**src/rtl/ysyx_22051013_ifu_fetch_if.sv**
```systemverilog
// Fetch-stage bus: imem request/response, execute redirect and decode output buffer.
// The master modport is the fetch unit; slave is the surrounding pipeline/memory.
interface ysyx_22051013_ifu_fetch_if #(
    parameter int XLEN = 64,
    parameter int ILEN = 32
);
    logic            imem_req_valid;
    logic            imem_req_ready;
    logic [XLEN-1:0] imem_addr;
    logic            imem_rsp_valid;
    logic [ILEN-1:0] imem_rsp_data;
    logic            redirect_valid;
    logic [XLEN-1:0] redirect_pc;
    logic            inst_valid;
    logic [ILEN-1:0] inst;
    logic [XLEN-1:0] inst_pc;
    logic            inst_misalign;
    logic            id_ready;

    modport master (
        output imem_req_valid, imem_addr, inst_valid, inst, inst_pc, inst_misalign,
        input  imem_req_ready, imem_rsp_valid, imem_rsp_data, redirect_valid, redirect_pc, id_ready
    );

    modport slave (
        input  imem_req_valid, imem_addr, inst_valid, inst, inst_pc, inst_misalign,
        output imem_req_ready, imem_rsp_valid, imem_rsp_data, redirect_valid, redirect_pc, id_ready
    );
endinterface

```
**src/rtl/ysyx_22051013_ifu_fetch.sv**
```systemverilog
// Instruction fetch: one outstanding imem request, single-entry output buffer,
// redirects squash the buffer and kill any in-flight response.
module ysyx_22051013_ifu_fetch #(
    parameter int              XLEN     = 64,
    parameter int              ILEN     = 32,
    parameter logic [XLEN-1:0] RESET_PC = 64'h0000_0000_8000_0000
) (
    input  logic clk,
    input  logic rst,
    ysyx_22051013_ifu_fetch_if.master bus
);
    localparam logic [0:0] S_REQ  = 1'b0;
    localparam logic [0:0] S_WAIT = 1'b1;
    localparam logic [ILEN-1:0] NOP = 32'h0000_0013;

    logic [0:0]      state_q, state_d;
    logic [XLEN-1:0] pc_q, pc_d;
    logic            kill_q, kill_d;
    logic            inst_valid_q, inst_valid_d;
    logic [ILEN-1:0] inst_q, inst_d;
    logic [XLEN-1:0] inst_pc_q, inst_pc_d;
    logic            misalign_q, misalign_d;
    logic            req_valid;

    // Request only when the buffer will have room at the next edge; never
    // depends on the response side.
    assign req_valid = (state_q == S_REQ) && (!inst_valid_q || bus.id_ready)
                       && !bus.redirect_valid && !rst;

    assign bus.imem_req_valid = req_valid;
    assign bus.imem_addr      = pc_q;
    assign bus.inst_valid     = inst_valid_q;
    assign bus.inst           = inst_q;
    assign bus.inst_pc        = inst_pc_q;
    assign bus.inst_misalign  = inst_valid_q & misalign_q;

    always_comb begin
        state_d      = state_q;
        pc_d         = pc_q;
        kill_d       = kill_q;
        inst_valid_d = inst_valid_q;
        inst_d       = inst_q;
        inst_pc_d    = inst_pc_q;
        misalign_d   = misalign_q;

        if (inst_valid_q && bus.id_ready) inst_valid_d = 1'b0;

        if (bus.redirect_valid) begin
            pc_d         = bus.redirect_pc;
            inst_valid_d = 1'b0;
            if (state_q == S_WAIT) begin
                if (bus.imem_rsp_valid) begin
                    kill_d  = 1'b0;
                    state_d = S_REQ;
                end else begin
                    kill_d  = 1'b1;
                end
            end
        end else begin
            case (state_q)
                S_REQ: begin
                    if (req_valid && bus.imem_req_ready) state_d = S_WAIT;
                end
                default: begin
                    if (bus.imem_rsp_valid) begin
                        state_d = S_REQ;
                        if (kill_q) begin
                            kill_d = 1'b0;
                        end else begin
                            inst_d       = bus.imem_rsp_data;
                            inst_pc_d    = pc_q;
                            misalign_d   = |pc_q[1:0];
                            inst_valid_d = 1'b1;
                            pc_d         = pc_q + XLEN'(4);
                        end
                    end
                end
            endcase
        end
    end

    always_ff @(posedge clk) begin
        if (rst) begin
            state_q      <= S_REQ;
            pc_q         <= RESET_PC;
            kill_q       <= 1'b0;
            inst_valid_q <= 1'b0;
            inst_q       <= NOP;
            inst_pc_q    <= '0;
            misalign_q   <= 1'b0;
        end else begin
            state_q      <= state_d;
            pc_q         <= pc_d;
            kill_q       <= kill_d;
            inst_valid_q <= inst_valid_d;
            inst_q       <= inst_d;
            inst_pc_q    <= inst_pc_d;
            misalign_q   <= misalign_d;
        end
    end
endmodule
```
**src/flat_wrapper.sv**
```systemverilog
// flat-port wrapper written by rule: the top's interface ports become plain ports
module ysyx_22051013_ifu_fetch_flat 
#(
    parameter int              XLEN     = 64,
    parameter int              ILEN     = 32,
    parameter logic [XLEN-1:0] RESET_PC = 64'h0000_0000_8000_0000
)
  (clk, rst, bus_imem_req_valid, bus_imem_addr, bus_inst_valid, bus_inst, bus_inst_pc, bus_inst_misalign, bus_imem_req_ready, bus_imem_rsp_valid, bus_imem_rsp_data, bus_redirect_valid, bus_redirect_pc, bus_id_ready);
  ysyx_22051013_ifu_fetch_if #(.XLEN(XLEN), .ILEN(ILEN)) bus_i ();
  input  logic clk;
  input  logic rst;
  output wire logic [$bits(bus_i.imem_req_valid)-1:0] bus_imem_req_valid;
  output wire logic [$bits(bus_i.imem_addr)-1:0] bus_imem_addr;
  output wire logic [$bits(bus_i.inst_valid)-1:0] bus_inst_valid;
  output wire logic [$bits(bus_i.inst)-1:0] bus_inst;
  output wire logic [$bits(bus_i.inst_pc)-1:0] bus_inst_pc;
  output wire logic [$bits(bus_i.inst_misalign)-1:0] bus_inst_misalign;
  input wire logic [$bits(bus_i.imem_req_ready)-1:0] bus_imem_req_ready;
  input wire logic [$bits(bus_i.imem_rsp_valid)-1:0] bus_imem_rsp_valid;
  input wire logic [$bits(bus_i.imem_rsp_data)-1:0] bus_imem_rsp_data;
  input wire logic [$bits(bus_i.redirect_valid)-1:0] bus_redirect_valid;
  input wire logic [$bits(bus_i.redirect_pc)-1:0] bus_redirect_pc;
  input wire logic [$bits(bus_i.id_ready)-1:0] bus_id_ready;
  assign bus_imem_req_valid = bus_i.imem_req_valid;
  assign bus_imem_addr = bus_i.imem_addr;
  assign bus_inst_valid = bus_i.inst_valid;
  assign bus_inst = bus_i.inst;
  assign bus_inst_pc = bus_i.inst_pc;
  assign bus_inst_misalign = bus_i.inst_misalign;
  assign bus_i.imem_req_ready = bus_imem_req_ready;
  assign bus_i.imem_rsp_valid = bus_imem_rsp_valid;
  assign bus_i.imem_rsp_data = bus_imem_rsp_data;
  assign bus_i.redirect_valid = bus_redirect_valid;
  assign bus_i.redirect_pc = bus_redirect_pc;
  assign bus_i.id_ready = bus_id_ready;
  ysyx_22051013_ifu_fetch #(.XLEN(XLEN), .ILEN(ILEN), .RESET_PC(RESET_PC)) u_core (.clk(clk), .rst(rst), .bus(bus_i));
endmodule
```
**config.mk**
```make
export PLATFORM = sky130hd
export DESIGN_NAME = ysyx_22051013_ifu_fetch_flat
export DESIGN_NICKNAME = d
export VERILOG_FILES = /design/src/rtl/ysyx_22051013_ifu_fetch_if.sv /design/src/rtl/ysyx_22051013_ifu_fetch.sv /design/src/flat_wrapper.sv
export SDC_FILE = /design/constraint.sdc
export NUM_CORES = 1
export LEC_CHECK = 0
export CORE_MARGIN = 5
export CORE_UTILIZATION = 49
export DETAILED_ROUTE_END_ITERATION = 16
export HOLD_SLACK_MARGIN = 0.1
export PLACE_DENSITY = 0.89
export SYNTH_ARGS = -nofsm -noshare
export SYNTH_HDL_FRONTEND = slang
export SYNTH_SLANG_ARGS = --single-unit
```
**constraint.sdc**
```tcl
create_clock -name clk -period 6.45 [get_ports clk]
set_clock_uncertainty 0.2 [all_clocks]
set_input_delay 1.29 -clock clk [delete_from_list [all_inputs] [get_ports clk]]
set_output_delay 1.29 -clock clk [all_outputs]
set_load 0.01 [all_outputs]
```
==> run summary, run 1 <==
final global-route overflow total: 0
Pwr Density: 222.3 mW/mm2
area of the multi-input gates: 0.003759 mm2
initial antenna violation count: 1
layout filler cell count: 1150
simple-gate share of the synthesized area: 30.20%
worst hold path class: reg2reg
share of cells above drive strength 1: 4.876%
Slew Limit Fails: 0
Die Span X: 132.8 um
CTS tree: built
Seq cells post-synth: 164
r2r endpoint: u_core.bus.imem_addr[52]
HP Start: u_core.bus.inst_pc[40]
buffer count from post-CTS setup fixing: 0
Adder-Cell Fraction of Synth Area: 0.1692%
post-synth cell types: 60
drt total wl: 24180 um
Synth Instances: 936
mux cell area share after synthesis: 1.489%
gpl congestion: 0.8305
Die ar.: 0.01765 mm2
Synth Area per Inst: 7.900 um2
first-pass GRT wire length: 37940 um
fin util: 70.77%
Static Leak: 3.585 nW
relative slew slack: 31.48%
# H-tree levels: 4
WL/cell: 17.82 um
Worst VDD drop: 166.4 uV
end point of the worst hold path: u_core.bus.inst_pc[40]
Detail Route Antenna Nets: 0
CP arrival: 2.82 ns
Slew @ Worst Pin: 1.028 ns
maximum clock path buffer count: 2
ys async rst share: 0%
clock sinks: 164
vias: 7723
port buffer count: 264
CP startpoint: rst
unrepaired setup endpoints after global routing: false
P&R area growth vs syn: 43.33%
R2R depth: 6
hold_ws: 0.2526 ns
router iterations before antenna repair: 9
Fin. Hold Viols: 0
Worst-Skew Late Latency: 0.43 ns
Cell Area, Synth: 0.007395 mm2
Area contributors post-synth: dfxtp_1 (44%), nand2_1 (11%), a21oi_1 (6.8%)
first-iteration detailed-routing DRC count: 624
Synth area leader: dfxtp_1
share of the synthesized area in the top cell type: 44.40%
dpl cell area: 0.01003 mm2
post-route cell area: 0.01060 mm2
Worst Path Required: 4.96 ns
# resized after CTS: 0
TritonCTS Buffers: 17
Vias/cell: 5.691
min cycle time layout: 4.313 ns
Max-Cap Viols: 0
R2R setup slack: 3.36 ns
critical path peak fanout: 75
fmax: 0.2319 GHz
Nets: 1261
core footprint: 0.01498 mm2
setup TNS: 0 ns
Hold Path Stages: 2
number of global-route vias before repair: 7265
detailed placement HPWL: 16780 um
I/O pin cnt: 265
critical path endpoint category: primary output
Post-synth top flop: dfxtp_1
Setup Viol. Count Final: 0
number of synthesized flops with an enable pin: 0
number of diodes: 0
RR Startpoint: u_core.bus.imem_addr[2]
largest family of logic cells by synthesized area: simple AND/OR/NAND/NOR gates
CTS Root Cell: clkbuf_16
status: complete, no violations
cell row count: 45
pin count of the biggest net entering global routing: 98
Die Y-Extent: 132.8 um
critical path class: in2out
Initial Utilization: 49.37%
syn_nets: 1039
part of the cycle the worst path needs: 66.87%
total track usage: 26.32%
YS warnings: 0
critical path startpoint category: input port
hold_buf cts: 0
sequential area share after synthesis: 44.40%
clock transition at the registers of the reported paths: 0.06 ns
Storage cell area: 0.003283 mm2
compound-cell area share of the yosys netlist: 15.48%
Synth Area in XOR/XNOR: 3.198%
Residual DRC: 0
[sequential cells by signal (all words and copies together), names as in the netlist]
| register | flops |
|---|---|
| u_core.kill_q | 1 |
| u_core.misalign_q | 1 |
| u_core.bus.inst_pc | 64 |
| u_core.bus.imem_addr | 64 |
| u_core.bus.inst | 32 |
| u_core.bus.inst_valid | 1 |
| u_core.state_q | 1 |
[cells by family (layout without fill, tap and decap cells)]
| family | count (synthesis) | count (layout) |
|---|---|---|
| AND/OR/NAND/NOR | 467 | 467 |
| AO/OA/AOI/OAI | 182 | 182 |
| flip-flops | 164 | 164 |
| buffers and inverters | 84 | 317 |
| XOR/XNOR | 27 | 27 |
| multiplexers | 11 | 11 |
| adder cells (fa/ha/maj) | 1 | 1 |
[cell usage after synthesis, types with 3 or more instances]
| cell | count |
|---|---|
| a31oi_1 | 4 |
| and4_1 | 7 |
| buf_1 | 6 |
| nor3_1 | 17 |
| or3_1 | 7 |
| nor2_1 | 70 |
| o2111a_1 | 5 |
| nand4_1 | 35 |
| and2_1 | 5 |
| a21oi_1 | 101 |
| or4_1 | 8 |
| a2111oi_0 | 12 |
| o21ai_0 | 10 |
| dfxtp_1 | 164 |
| xnor2_1 | 14 |
| nor4_1 | 15 |
| mux2i_1 | 11 |
| nor4b_1 | 4 |
| a311oi_1 | 9 |
| and4_2 | 3 |
| nor3b_1 | 4 |
| clkbuf_1 | 53 |
| inv_1 | 14 |
| and3_1 | 16 |
| nand2_1 | 225 |
| clkbuf_8 | 3 |
| xor2_1 | 13 |
| nand3_1 | 30 |
| nor2b_1 | 4 |
| a211oi_1 | 25 |
[metal layers]
| metal | vias up | track usage (%) | wire length [um] |
|---|---|---|---|
| li1 | 3752 | - | - |
| met1 | 3565 | 31.52 | 9542 |
| met2 | 354 | 43.85 | 11660 |
| met3 | 50 | 8.707 | 2339 |
| met4 | 2 | 9.988 | 623 |
| met5 | - | 0 | 11 |
[through the flow]
step,power [mW],cells,worst slack [ns]
final,2.356,1357,2.137
after CTS,2.368,1357,2.149
after detailed placement,1.386,1327,2.062
after global routing,2.433,1357,2.017
after global placement,1.381,1327,2.125
after floorplan,1.223,936,2.670
[power by group]
part	switching, mW	internal (mW)
clock network	0.405	0.584
registers	0.0587	1.05
logic	0.113	0.148
[area by class of cell]
type / instances / area share, %
multi-input combinational: 688 / 35.46
clock inverter: 9 / 1.003
clock buffer: 21 / 4.344
tap: 188 / 2.219
inverter: 14 / 0.4958
timing repair buffer: 273 / 25.50
sequential: 164 / 30.98
[worst max-delay path, cell delays in order]
cell,delay [ns]
buf_4,0.58
nor2_1,0.25
nand2_1,0.12
nor2_1,0.04
clkdlybuf4s50_1,0.51
[placed cells by master (no fill, tap or decap), types with 3 or more instances in the layout]
cell             instances
buf_4                   10
a31oi_1                  4
clkdlybuf4s50_1        262
xnor2_1                 14
and3_1                  16
a21oi_1                101
o2111a_1                 5
nor4_1                  14
clkinv_2                 3
nand4_1                 35
xor2_1                  13
nor3_1                  17
nand3_1                 30
or4_1                    8
clkbuf_16               17
and4_1                   7
a311oi_1                 9
and4_2                   3
nor3b_1                  4
nand2_1                224
dfxtp_1                164
nor2b_1                  4
clkinvlp_4               3
or3_1                    7
a2111oi_0               12
and2_1                   5
mux2i_1                 11
inv_1                   13
a211oi_1                25
nor4b_1                  4
o21ai_0                 10
nor2_1                  69
[worst max-delay path by stage]
stage                                     endpoint  depth (start not counted)
after floorplan                 bus_imem_req_valid                          6
after global placement    u_core.bus.imem_addr[52]                          6
after detailed placement  u_core.bus.imem_addr[52]                          6
after CTS                       bus_imem_req_valid                          5
after global routing            bus_imem_req_valid                          5
final                           bus_imem_req_valid                          5
(Power assumes the default switching activity.)
==> run 2, diff against run 1 <==
CORE_UTILIZATION = 41   (was 49)
PLACE_DENSITY = 0.8   (was 0.89)
clock period = 3.7 ns   (was 6.45 ns; I/O delays follow)
==> run summary, run 2 (synthesis gave the netlist of run 1 again) <==
Pwr Density: 388.6 mW/mm2
Worst VDD drop: 334.7 uV
crit-path cells: clkdlybuf4s50_1, nand4b_4, or4_4, or4_1, buf_4, or3_1, a311oi_1
layout filler cell count: 1617
number of diodes: 0
clock sinks: 164
unrepaired setup endpoints after global routing: false
Worst path depth: 7
Max-Cap Viols: 0
part of the cycle the worst path needs: 87.81%
Nets: 1277
pin count of the biggest net entering global routing: 159
Slew Limit Fails: 0
fmax: 0.3078 GHz
core footprint: 0.01784 mm2
Die Y-Extent: 144.3 um
post-route cell area: 0.01083 mm2
detailed placement HPWL: 17880 um
initial antenna violation count: 0
Worst Path Required: 3.83 ns
Die Span X: 144.3 um
hold_buf cts: 0
Setup Viol. Count Final: 0
commonest non-fill, non-tap cells in the layout: clkdlybuf4s50_1 (262), nand2_1 (224), dfxtp_1 (164), a21oi_1 (101), nor2_1 (69)
first-iteration detailed-routing DRC count: 537
cell row count: 49
clock transition at the registers of the reported paths: 0.07 ns
critical path startpoint category: input port
slowest library cell on the worst path: or4_1
buffer count from post-CTS setup fixing: 0
CTS Root Cell: clkbuf_16
Crit path largest cell delay: 0.62 ns
setup TNS: 0 ns
worst hold path class: reg2reg
Vias/cell: 5.496
dpl cell area: 0.01023 mm2
final global-route overflow total: 0
WL/cell: 17.75 um
share of cells above drive strength 1: 6.571%
Detail Route Antenna Nets: 0
Residual DRC: 0
total track usage: 23.55%
number of global-route vias before repair: 7346
vias: 7782
R2R depth: 7
critical path endpoint category: flip-flop
Worst-Skew Late Latency: 0.43 ns
min cycle time layout: 3.249 ns
Initial Utilization: 41.45%
TritonCTS Buffers: 17
critical path peak fanout: 6
P&R area growth vs syn: 46.50%
Fin. Hold Viols: 0
critical path class: in2reg
# H-tree levels: 4
CTS tree: built
first-pass GRT wire length: 39110 um
Die ar.: 0.02082 mm2
router iterations before antenna repair: 5
most common cell after layout, fill and taps aside: clkdlybuf4s50_1
Hold Path Stages: 2
port buffer count: 264
I/O pin cnt: 265
drt total wl: 25140 um
maximum clock path buffer count: 2
WP buf/inv: 2
critical path's top delay family: simple AND/OR/NAND/NOR gates
# resized after CTS: 0
gpl congestion: 0.9111
CP arrival: 3.38 ns
Static Leak: 3.696 nW
Slew @ Worst Pin: 0.8594 ns
relative slew slack: 42.70%
status: complete, no violations
==> run 2: report_power, final <==
part / internal (mW) / switching (mW)
Sequential: 1.83 / 0.0959
Combinational: 0.266 / 0.205
Clock: 1.01 / 0.804
==> run 2: layout make-up <==
type / instances / area [um2] / share of cell area, %
flip-flops and latches: 164 / 3283 / 30.31
multi-input cells: 688 / 3764 / 34.74
well taps: 229 / 286.5 / 2.645
inverters: 14 / 52.55 / 0.4851
clock buffers: 17 / 425.4 / 3.927
clock inverters: 15 / 173.9 / 1.605
repair buffers: 289 / 2848 / 26.29
==> run 2: path summary, 6_finish.rpt <==
| kind | start | end | slack (ns) |
|---|---|---|---|
| worst min register to register | u_core.bus.inst_pc[29] | u_core.bus.inst_pc[29] | 0.25 |
| worst max register to register | u_core.bus.imem_addr[3] | u_core.bus.imem_addr[44] | 0.69 |
| worst max-delay path | bus_imem_rsp_valid | u_core.bus.imem_addr[44] | 0.45 |
| worst min-delay path | u_core.bus.inst_pc[29] | u_core.bus.inst_pc[29] | 0.25 |
==> run 2: through the flow <==
step                hold WS [ns]  cells  total power [mW]  worst slack [ns]  utilization (%)
floorplan                 0.2712    936             2.132            0.6659                -
global placement          0.2404   1384             2.424            0.1075            57.36
detailed placement        0.2453   1384             2.430           0.03913            57.36
CTS                       0.2543   1416             4.239            0.4636            60.72
global route              0.2695   1416             4.372            0.3462            60.72
finish                    0.2512   1416             4.210            0.4512            60.72
==> run 2: worst min-delay path, delay by kind of cell (launching register included) <==
kind	cells	cell delay, ns
flip-flops	1	0.31
AO/OA/AOI/OAI	1	0.05
AND/OR/NAND/NOR	1	0.05
==> run 2: per-layer routing <==
metal  wire length [um]  track usage [%]
met5                  0                0
met4                676            8.591
met3               2258            7.077
met2              11870            37.48
met1              10330            30.31
